--- src/rtl/shift_seq_detector_if.sv ---
// Serial-bit interface for the 1101 detector: the sampled bit stream in,
// the shift register contents and the match status out.
interface shift_seq_detector_if #(
  parameter int WIDTH = 8,
  parameter int CNT_W = 4
);
  logic             en;
  logic             din;
  logic [WIDTH-1:0] q;
  logic             match;
  logic [CNT_W-1:0] match_cnt;
  logic             cnt_sat;

  modport master (output en, output din,
                  input q, input match, input match_cnt, input cnt_sat);
  modport slave  (input en, input din,
                  output q, output match, output match_cnt, output cnt_sat);
endinterface

--- src/rtl/shift_seq_detector.sv ---
// Serial-in/parallel-out shift register with an overlapping 1101 Moore detector
// and a saturating match counter.
module shift_seq_detector #(
  parameter int WIDTH = 8,
  parameter int CNT_W = 4
) (
  input  logic                clk,
  input  logic                rst,
  shift_seq_detector_if.slave bus
);

  typedef enum logic [2:0] {S0, S1, S2, S3, S4} state_t;

  logic [WIDTH-1:0] q_p0;
  logic [CNT_W-1:0] cnt_p0;
  logic             match_p0;
  state_t           state_p0;

  function automatic state_t next_state(input state_t s, input logic d);
    case (s)
      S0:      return d ? S1 : S0;
      S1:      return d ? S2 : S0;
      S2:      return d ? S2 : S3;
      S3:      return d ? S4 : S0;
      // Trailing "1" of the match plus the new "1" already forms "11".
      S4:      return d ? S2 : S0;
      default: return S0;
    endcase
  endfunction

  function automatic logic [CNT_W-1:0] sat_inc(input logic [CNT_W-1:0] c);
    return (c == {CNT_W{1'b1}}) ? c : c + CNT_W'(1);
  endfunction

  // Stage p0: shift, state advance and counting, all gated by the sample strobe
  always_ff @(posedge clk) begin
    if (rst) begin
      q_p0     <= '0;
      state_p0 <= S0;
      match_p0 <= 1'b0;
      cnt_p0   <= '0;
    end else if (bus.en) begin
      q_p0     <= {q_p0[WIDTH-2:0], bus.din};
      state_p0 <= next_state(state_p0, bus.din);
      match_p0 <= (next_state(state_p0, bus.din) == S4);
      if (state_p0 == S3 && bus.din)
        cnt_p0 <= sat_inc(cnt_p0);
    end
  end

  assign bus.q         = q_p0;
  assign bus.match     = match_p0;
  assign bus.match_cnt = cnt_p0;
  assign bus.cnt_sat   = (cnt_p0 == {CNT_W{1'b1}});

endmodule

--- src/flat_wrapper.sv ---
// flat-port wrapper written by rule: the top's interface ports become plain ports
module shift_seq_detector_flat 
#(
  parameter int WIDTH = 8,
  parameter int CNT_W = 4
)
  (clk, rst, bus_en, bus_din, bus_q, bus_match, bus_match_cnt, bus_cnt_sat);
  shift_seq_detector_if #(.WIDTH(WIDTH), .CNT_W(CNT_W)) bus_i ();
  input  logic clk;
  input  logic rst;
  input wire logic [$bits(bus_i.en)-1:0] bus_en;
  input wire logic [$bits(bus_i.din)-1:0] bus_din;
  output wire logic [$bits(bus_i.q)-1:0] bus_q;
  output wire logic [$bits(bus_i.match)-1:0] bus_match;
  output wire logic [$bits(bus_i.match_cnt)-1:0] bus_match_cnt;
  output wire logic [$bits(bus_i.cnt_sat)-1:0] bus_cnt_sat;
  assign bus_i.en = bus_en;
  assign bus_i.din = bus_din;
  assign bus_q = bus_i.q;
  assign bus_match = bus_i.match;
  assign bus_match_cnt = bus_i.match_cnt;
  assign bus_cnt_sat = bus_i.cnt_sat;
  shift_seq_detector #(.WIDTH(WIDTH), .CNT_W(CNT_W)) u_core (.clk(clk), .rst(rst), .bus(bus_i));
endmodule
--- config.mk ---
export PLATFORM = sky130hd
export DESIGN_NAME = shift_seq_detector_flat
export DESIGN_NICKNAME = d
export VERILOG_FILES = /design/src/rtl/shift_seq_detector_if.sv /design/src/rtl/shift_seq_detector.sv /design/src/flat_wrapper.sv
export SDC_FILE = /design/constraint.sdc
export NUM_CORES = 1
export LEC_CHECK = 0
export ABC_AREA = 1
export CORE_ASPECT_RATIO = 0.9
export CORE_MARGIN = 2
export CORE_UTILIZATION = 45
export CTS_CLUSTER_SIZE = 16
export DETAILED_ROUTE_END_ITERATION = 8
export PLACE_DENSITY_LB_ADDON = 0.08
export SYNTH_ARGS = -nofsm -noshare
export SYNTH_HDL_FRONTEND = slang
export SYNTH_SLANG_ARGS = --single-unit
export TNS_END_PERCENT = 100
--- constraint.sdc ---
create_clock -name clk -period 1.6 [get_ports clk]
set_input_delay 0.32 -clock clk [delete_from_list [all_inputs] [get_ports clk]]
set_output_delay 0.32 -clock clk [all_outputs]
set_load 0.005 [all_outputs]
==> results of run 1 <==
state kept, by name, indices dropped and copies added (netlist names):
signal and flops:
u_core.bus.q 8, u_core.bus.match_cnt 4, u_core.state_p0 3, u_core.bus.match 1
power by group:
group	switching (uW)	internal, uW
Combinational	42.1	46.0
Clock	122	87.4
Sequential	12.4	414
synthesized netlist by cell type (all sizes together):
master	n	area, um2
o21a	1	7.51
inv	8	30.0
nor2	18	75.1
dfxtp	16	320
buf	3	21.3
nand2	20	77.6
ha	1	12.5
nand3	3	25.0
o21ai	8	40.0
a21oi	8	43.8
xor2	1	8.76
o211ai	1	7.51
nand4	2	12.5
a31oi	1	6.26
metrics by stage:
stage,std cells,util [%],hold WS [ns]
detailed placement,126,62.9,0.475
floorplan,91,-,0.461
global placement,126,62.9,0.462
CTS,130,66.5,0.493
finish,130,66.8,0.487
global route,130,66.8,0.528
worst max path at each step:
stage               slack [ns]                              endpoint                                 start  depth (start not counted)
detailed placement        0.08                           bus_cnt_sat  u_core.bus.match_cnt[0]$_SDFFE_PP0P_                          4
global route              0.03                           bus_cnt_sat  u_core.bus.match_cnt[1]$_SDFFE_PP0P_                          4
finish                    0.08                      bus_match_cnt[3]  u_core.bus.match_cnt[3]$_SDFFE_PP0P_                          1
CTS                       0.01                      bus_match_cnt[0]  u_core.bus.match_cnt[0]$_SDFFE_PP0P_                          2
floorplan                 0.49                           bus_cnt_sat  u_core.bus.match_cnt[0]$_SDFFE_PP0P_                          3
global placement          0.09  u_core.bus.match_cnt[2]$_SDFFE_PP0P_                                bus_en                          6
repair_timing:
item | in CTS | in global routing
gates cloned | 0 | 0
endpoints found under the setup margin | 1 | 2
resized for setup | 8 | 2
pin swaps | 1 | 0
buffers inserted | 1 | 0
metal layers:
layer | vias up | track usage [%] | part of all wire (%)
met1 | 296 | 23.2 | 48
met5 | - | 0 | 0
met2 | 18 | 32.1 | 48
li1 | 341 | - | -
met4 | 0 | 5.88 | 0
met3 | 0 | 6.61 | 4.0
kinds of logic (layout without fill, tap and decap cells):
logic type      after synthesis  count (layout)
xor+xnor                      1               1
compound gates               19              19
buf+inv                      11              35
flops                        16              16
simple gates                 43              43
fa+ha+maj                     1               1
final cells by class:
type	count	area, um2
inverter	8	30.0
sequential	16	325
clock buffer	3	22.5
timing repair buffer	24	223
fill	129	475
multi-input combinational	64	337
tap	15	18.8
==> flow_summary.yaml, run 1 <==
synth:
  yosys_warnings: 0
  synth-simple-area-share_pct: 27.6
  syn_area_um2: 688
  synth_cells: 91
  synth_fp_nets: 96
  synth-seq-cells: 16
  ys_seq_area_share_pct: 46.5
  synth_compound_area_share_pct: 15.3
  ys_types: 21
  muxShareOfSynthArea_pct: 0
  synth_top_family_by_area: "simple AND/OR/NAND/NOR gates"
  synth.avg_cell_area_um2: 7.56
  synth_fa_ha_area_share_pct: 1.82
  synth_xor_area_share_pct: 1.27
grt:
  grt_pass1_vias: 558
  grt-ovfl-total: 0
  grt_max_degree: 11
  antenna_found_initial: 0
  gr-usage-all-layers_pct: 19.1
  grt_pass1_wl_um: 2440
hold_path:
  hold_path_end: "u_core.bus.match$_SDFFE_PP0P_"
  min_from: "u_core.bus.match$_SDFFE_PP0P_"
  hold_path_depth: 2
  min_path_type: "flip-flop to flip-flop"
clock_network:
  clk_pin_slew_worst_paths_ns: 0.09
  cts_inserted_buffers: 3
  clkSinkCount: 16
  clkLatencyLatePin_ns: 0.28
  htreeDepth: 1
  cts_hold_buffers: 0
  cts_tree: "built"
  cts-root-buf: "clkbuf_4"
  cts_max_path_buffers: 2
worst_setup_path:
  reg2regPathDepth: 6
  r2r_end: "u_core.bus.match_cnt[0]$_SDFFE_PP0P_"
  reg2reg_from: "u_core.bus.match_cnt[1]$_SDFFE_PP0P_"
  path_cells: "clkdlybuf4s50_1"
  cp-start-kind: "flip-flop"
  crit_fanout: 5
  r2r_slack_ns: 0.53
  slowest_stage: "clkdlybuf4s50_1"
  critical_path_class: "flip-flop to primary output"
  critPathTopFamily: "buffers and inverters"
  arrival_ns: 1.20
  critPathBufInv: 1
  critPathMaxStageDelay_ns: 0.53
  crit_required_ns: 1.28
  critPathCaptureType: "primary output"
finish:
  synthToLayoutAreaGrowth_pct: 38.9
  final_nets: 122
  drive_above_1_share_pct: 18.3
  antenna_cells: 0
  mostFrequentLayoutCells: "nand2_1, nor2_1, clkdlybuf4s50_1"
  layout_commonest_cell: "nand2_1"
  final_area_um2: 956
power:
  totalPowerFinal_uw: 724
  power.density_nw_per_um2: 757
  vdd_drop_max_mv: 0.710
  p_leak_uw: 0.000411
place:
  pre_cts_ws_ns: 0.0800
  io_buffers: 17
  dpl_cell_area_um2: 901
  gp_congestion: 0.738
  hpwl_um: 1120
timing:
  max_slew.worst_pin.slew_ns: 0.235
  fin_crit_ns: 1.52
  hold_viol_final: 0
  fin_crit_sh_pct: 95.2
  setup_violations: 0
  fin_setup_tns_ns: 0
  maxSlewViolCount: 0
  rsz0062_at_grt: "no"
  max_clock_freq_mhz: 656
  finalWorstSetupSlack_ns: 0.0764
  fin_worst_skew_ns: 0.000749
  max-slew-margin-rel_pct: 84.2
drt:
  wl_per_cell_um: 11.8
  avgViaCountPerCell: 5.04
  firstDrtPassIters: 4
  num_vias: 655
  initialDrtViolationCount: 8
  drc: 0
  ant_nets: 0
  routed_wl_um: 1530
job:
  drv_cap: 0
die:
  fp.dieW_um: 45.2
  start_util_pct: 48.1
  die-area_um2: 1860
  ios: 18
  rows: 13
  core_um2: 1430
  die_h_um: 41.1
outcome:
  status: "completed"
Note: power is estimated with default switching activity, not from simulation.
==> run 2, diff against run 1 <==
- CORE_ASPECT_RATIO: 0.9 -> unset
- CORE_UTILIZATION: 45 -> 49
==> flow_summary.yaml, run 2 (synthesis gave the netlist of run 1 again) <==
timing:
  finalWorstSetupSlack_ns: 0.0700
  hold_viol_final: 0
  max-slew-margin-rel_pct: 84.7
  fin_crit_ns: 1.53
  rsz0062_at_grt: "no"
  whs_ns: 0.490
  fin_worst_skew_ns: 0.00209
  maxSlewViolCount: 0
  setup_violations: 0
  max_slew.worst_pin.slew_ns: 0.229
  fin_crit_sh_pct: 95.6
  fin_setup_tns_ns: 0
  max_clock_freq_mhz: 654
drt:
  routed_wl_um: 1570
  ant_nets: 0
  avgViaCountPerCell: 5.06
  wl_met3_um: 61
  drc: 0
  wl_met1_um: 751
  firstDrtPassIters: 4
  num_vias: 668
  route.top_layer_used: "met4"
  wl_met2_um: 730
  wl_per_cell_um: 11.9
  initialDrtViolationCount: 17
worst_setup_path:
  arrival_ns: 1.21
  critical_path_class: "flip-flop to primary output"
  crit_required_ns: 1.28
  slowest_stage: "clkdlybuf4s50_1"
  cp-start-kind: "flip-flop"
  path_cells: "clkdlybuf4s50_1"
  critPathMaxStageDelay_ns: 0.52
  r2r_slack_ns: 0.50
  crit_fanout: 5
  critPathCaptureType: "primary output"
  critPathBufInv: 1
  critPathTopFamily: "buffers and inverters"
clock_network:
  cts_max_path_buffers: 2
  htreeDepth: 1
  clkSinkCount: 16
  clkLatencyLatePin_ns: 0.29
  cts-root-buf: "clkbuf_4"
  cts_hold_buffers: 0
  cts_tree: "built"
  cts_inserted_buffers: 3
  clk_pin_slew_worst_paths_ns: 0.09
finish:
  largest_register_ffs: 8
  antenna_cells: 0
  mostFrequentLayoutCells: "nand2_1, nor2_1, clkdlybuf4s50_1"
  drive_above_1_share_pct: 19.7
  final_nets: 123
  layout_commonest_cell: "nand2_1"
  synthToLayoutAreaGrowth_pct: 42.0
hold_path:
  min_path_type: "flip-flop to flip-flop"
outcome:
  status: "completed"
die:
  core_um2: 1300
  ios: 18
  die_h_um: 41.5
  fp.dieW_um: 41.5
  rows: 13
  die-area_um2: 1720
  start_util_pct: 52.9
power:
  p_leak_uw: 0.000423
  power.density_nw_per_um2: 799
  vdd_drop_max_mv: 0.579
  totalPowerFinal_uw: 781
grt:
  grt_max_degree: 10
  gr-usage-all-layers_pct: 20.2
  grt_pass1_vias: 608
  grt-ovfl-total: 0
  grt_pass1_wl_um: 2650
  antenna_found_initial: 0
place:
  io_buffers: 17
  hpwl_um: 1110
  pre_cts_ws_ns: 0.0757
  gp_congestion: 0.795
job:
  drv_cap: 0
## run 2: changes by cell type in the layout (fill, tap and decap cells not counted)
cell and change:
buf_4 +1, clkbuf_8 +1
## run 2: power by group
group / internal (uW) / switching [uW]
sequential: 414 / 12.1
clock: 139 / 127
combinational: 47.5 / 41.3
total: 600 / 180
## run 2: stage by stage
stage,cells,area [um2],utilization [%]
finish,132,977,75.1
global route,132,977,75.1
CTS,132,973,74.8
detailed placement,127,908,69.8
global placement,127,908,69.8
floorplan,91,688,-
## run 2: final timing paths
kind	startpoint	cells after the start	endpoint
hold / removal	u_core.bus.match$_SDFFE_PP0P_	2	u_core.bus.match$_SDFFE_PP0P_
setup / recovery	u_core.bus.match_cnt[3]$_SDFFE_PP0P_	1	bus_match_cnt[3]
setup reg to reg	u_core.bus.match_cnt[1]$_SDFFE_PP0P_	6	u_core.bus.match_cnt[0]$_SDFFE_PP0P_
hold reg to reg	u_core.bus.match$_SDFFE_PP0P_	2	u_core.bus.match$_SDFFE_PP0P_
## run 2: cell type report
cell class	instances	area, um2
sequential	16	325
fill	99	324
clock buffer	4	36.3
multi-input combinational	64	337
tap	15	18.8
inverter	8	30.0
timing repair buffer	25	230
## run 2: per-layer routing
layer  vias up  GRT usage, %
li1        344             -
met1       304          26.9
met2        16          29.4
met3         4          3.91
met4         0          13.5
met5         -             0
## run 2: repair_timing
action	CTS	global route
setup endpoints to repair	2	2
cloned	0	0
resized for setup	8	2
setup buffers	1	0
pin swaps	1	0
==> run 3, diff against run 2 <==
- CELL_PAD_IN_SITES_DETAIL_PLACEMENT: unset -> 0
- CELL_PAD_IN_SITES_GLOBAL_PLACEMENT: unset -> 1
- CORE_ASPECT_RATIO: unset -> 0.9
- CORE_UTILIZATION: 49 -> 35
- HOLD_SLACK_MARGIN: unset -> 0.02
==> flow_summary.yaml, run 3 (synthesis gave the netlist of run 1 again) <==
worst_setup_path:
  reg2regPathDepth: 6
  crit_fanout: 5
  cp-start-kind: "flip-flop"
  critical_path_class: "flip-flop to primary output"
  critical_path_cell_count: 1
  critPathMaxStageDelay_ns: 0.51
  critPathBufInv: 1
  slowest_stage: "clkdlybuf4s50_1"
  arrival_ns: 1.19
  critPathCaptureType: "primary output"
  crit_required_ns: 1.28
  critPathTopFamily: "buffers and inverters"
  path_cells: "clkdlybuf4s50_1"
timing:
  hold_viol_final: 0
  fin_crit_sh_pct: 94.3
  max-slew-margin-rel_pct: 85.2
  fin_crit_ns: 1.51
  rsz0062_at_grt: "no"
  whs_ns: 0.475
  setup_violations: 0
  max_clock_freq_mhz: 662
  max_slew.worst_pin.slew_ns: 0.221
  fin_setup_tns_ns: 0
  fin_worst_skew_ns: 0.00150
  maxSlewViolCount: 0
grt:
  antenna_found_initial: 0
  grt_pass1_wl_um: 2350
  gr-usage-all-layers_pct: 14.1
  grt_max_degree: 11
  grt-ovfl-total: 0
  grt_pass1_vias: 545
die:
  start_util_pct: 36.7
  die_h_um: 46.1
  core_um2: 1880
  die-area_um2: 2340
  ios: 18
  fp.dieW_um: 50.7
  rows: 15
clock_network:
  cts_max_path_buffers: 2
  cts_inserted_buffers: 3
  cts-root-buf: "clkbuf_4"
  clk_pin_slew_worst_paths_ns: 0.09
  htreeDepth: 1
  clkSinkCount: 16
  clkLatencyLatePin_ns: 0.28
  cts_hold_buffers: 0
  cts_tree: "built"
drt:
  num_vias: 635
  ant_nets: 0
  routed_wl_um: 1430
  drc: 0
  initialDrtViolationCount: 11
  firstDrtPassIters: 4
  wl_per_cell_um: 10.1
  avgViaCountPerCell: 4.50
finish:
  final_area_um2: 990
  antenna_cells: 0
  synthToLayoutAreaGrowth_pct: 43.8
  final_nets: 122
  layout_commonest_cell: "nand2_1"
  drive_above_1_share_pct: 19.0
  mostFrequentLayoutCells: "nand2_1, nor2_1, clkdlybuf4s50_1"
  largest_register_ffs: 8
place:
  io_buffers: 17
  dpl_cell_area_um2: 913
  hpwl_um: 1030
  gp_congestion: 0.718
power:
  p_leak_uw: 0.000433
  vdd_drop_max_mv: 0.689
  power.density_nw_per_um2: 789
hold_path:
  min_path_type: "flip-flop to flip-flop"
  hold_path_depth: 2
outcome:
  status: "completed"
job:
  drv_cap: 0
## run 3: report_power, final
part           internal, uW  switching (uW)  leakage (uW)  total (uW)
Clock                   139             129     0.0000210         268
Combinational          46.1            40.5      0.000279        86.6
Sequential              414            11.8      0.000133         426
Total                   599             182      0.000433         781
## run 3: path summary, 6_finish.rpt
path	startpoint	end	slack, ns
worst min register to register	u_core.bus.match$_SDFFE_PP0P_	u_core.bus.match$_SDFFE_PP0P_	0.48
worst max-delay path	u_core.bus.match_cnt[3]$_SDFFE_PP0P_	bus_match_cnt[3]	0.09
worst max register to register	u_core.bus.match_cnt[0]$_SDFFE_PP0P_	u_core.bus.match_cnt[0]$_SDFFE_PP0P_	0.54
worst min-delay path	u_core.bus.match$_SDFFE_PP0P_	u_core.bus.match$_SDFFE_PP0P_	0.48
## run 3: layout make-up
class	count	area, um2
clock buffer	4	36.3
multi-input combinational	64	337
inverter	8	30.0
fill	189	887
sequential	16	325
timing repair buffer	24	230
tap	25	31.3
## run 3: per-layer routing
metal  wire (um)  global-route usage [%]
met1         802                    19.3
met2         547                    19.2
met3          63                    6.82
met4          14                    4.86
met5           0                       0
## run 3: repair_timing
| action | CTS | global route |
|---|---|---|
| buffers inserted | 1 | 0 |
| pin swaps | 1 | 0 |
| gates resized for setup | 7 | 4 |
| endpoints found under the setup margin | 1 | 4 |
## run 3: through the flow
stage                     power, uW  instances  utilization, %  setup slack (ns)
after CTS                       791        141            52.3           0.00214
after global placement          522        136            48.7            0.0698
after global routing            825        141            52.7            0.0179
final                           781        141            52.7            0.0905
after detailed placement        522        136            48.7            0.0680
after floorplan                 478         91               -             0.489
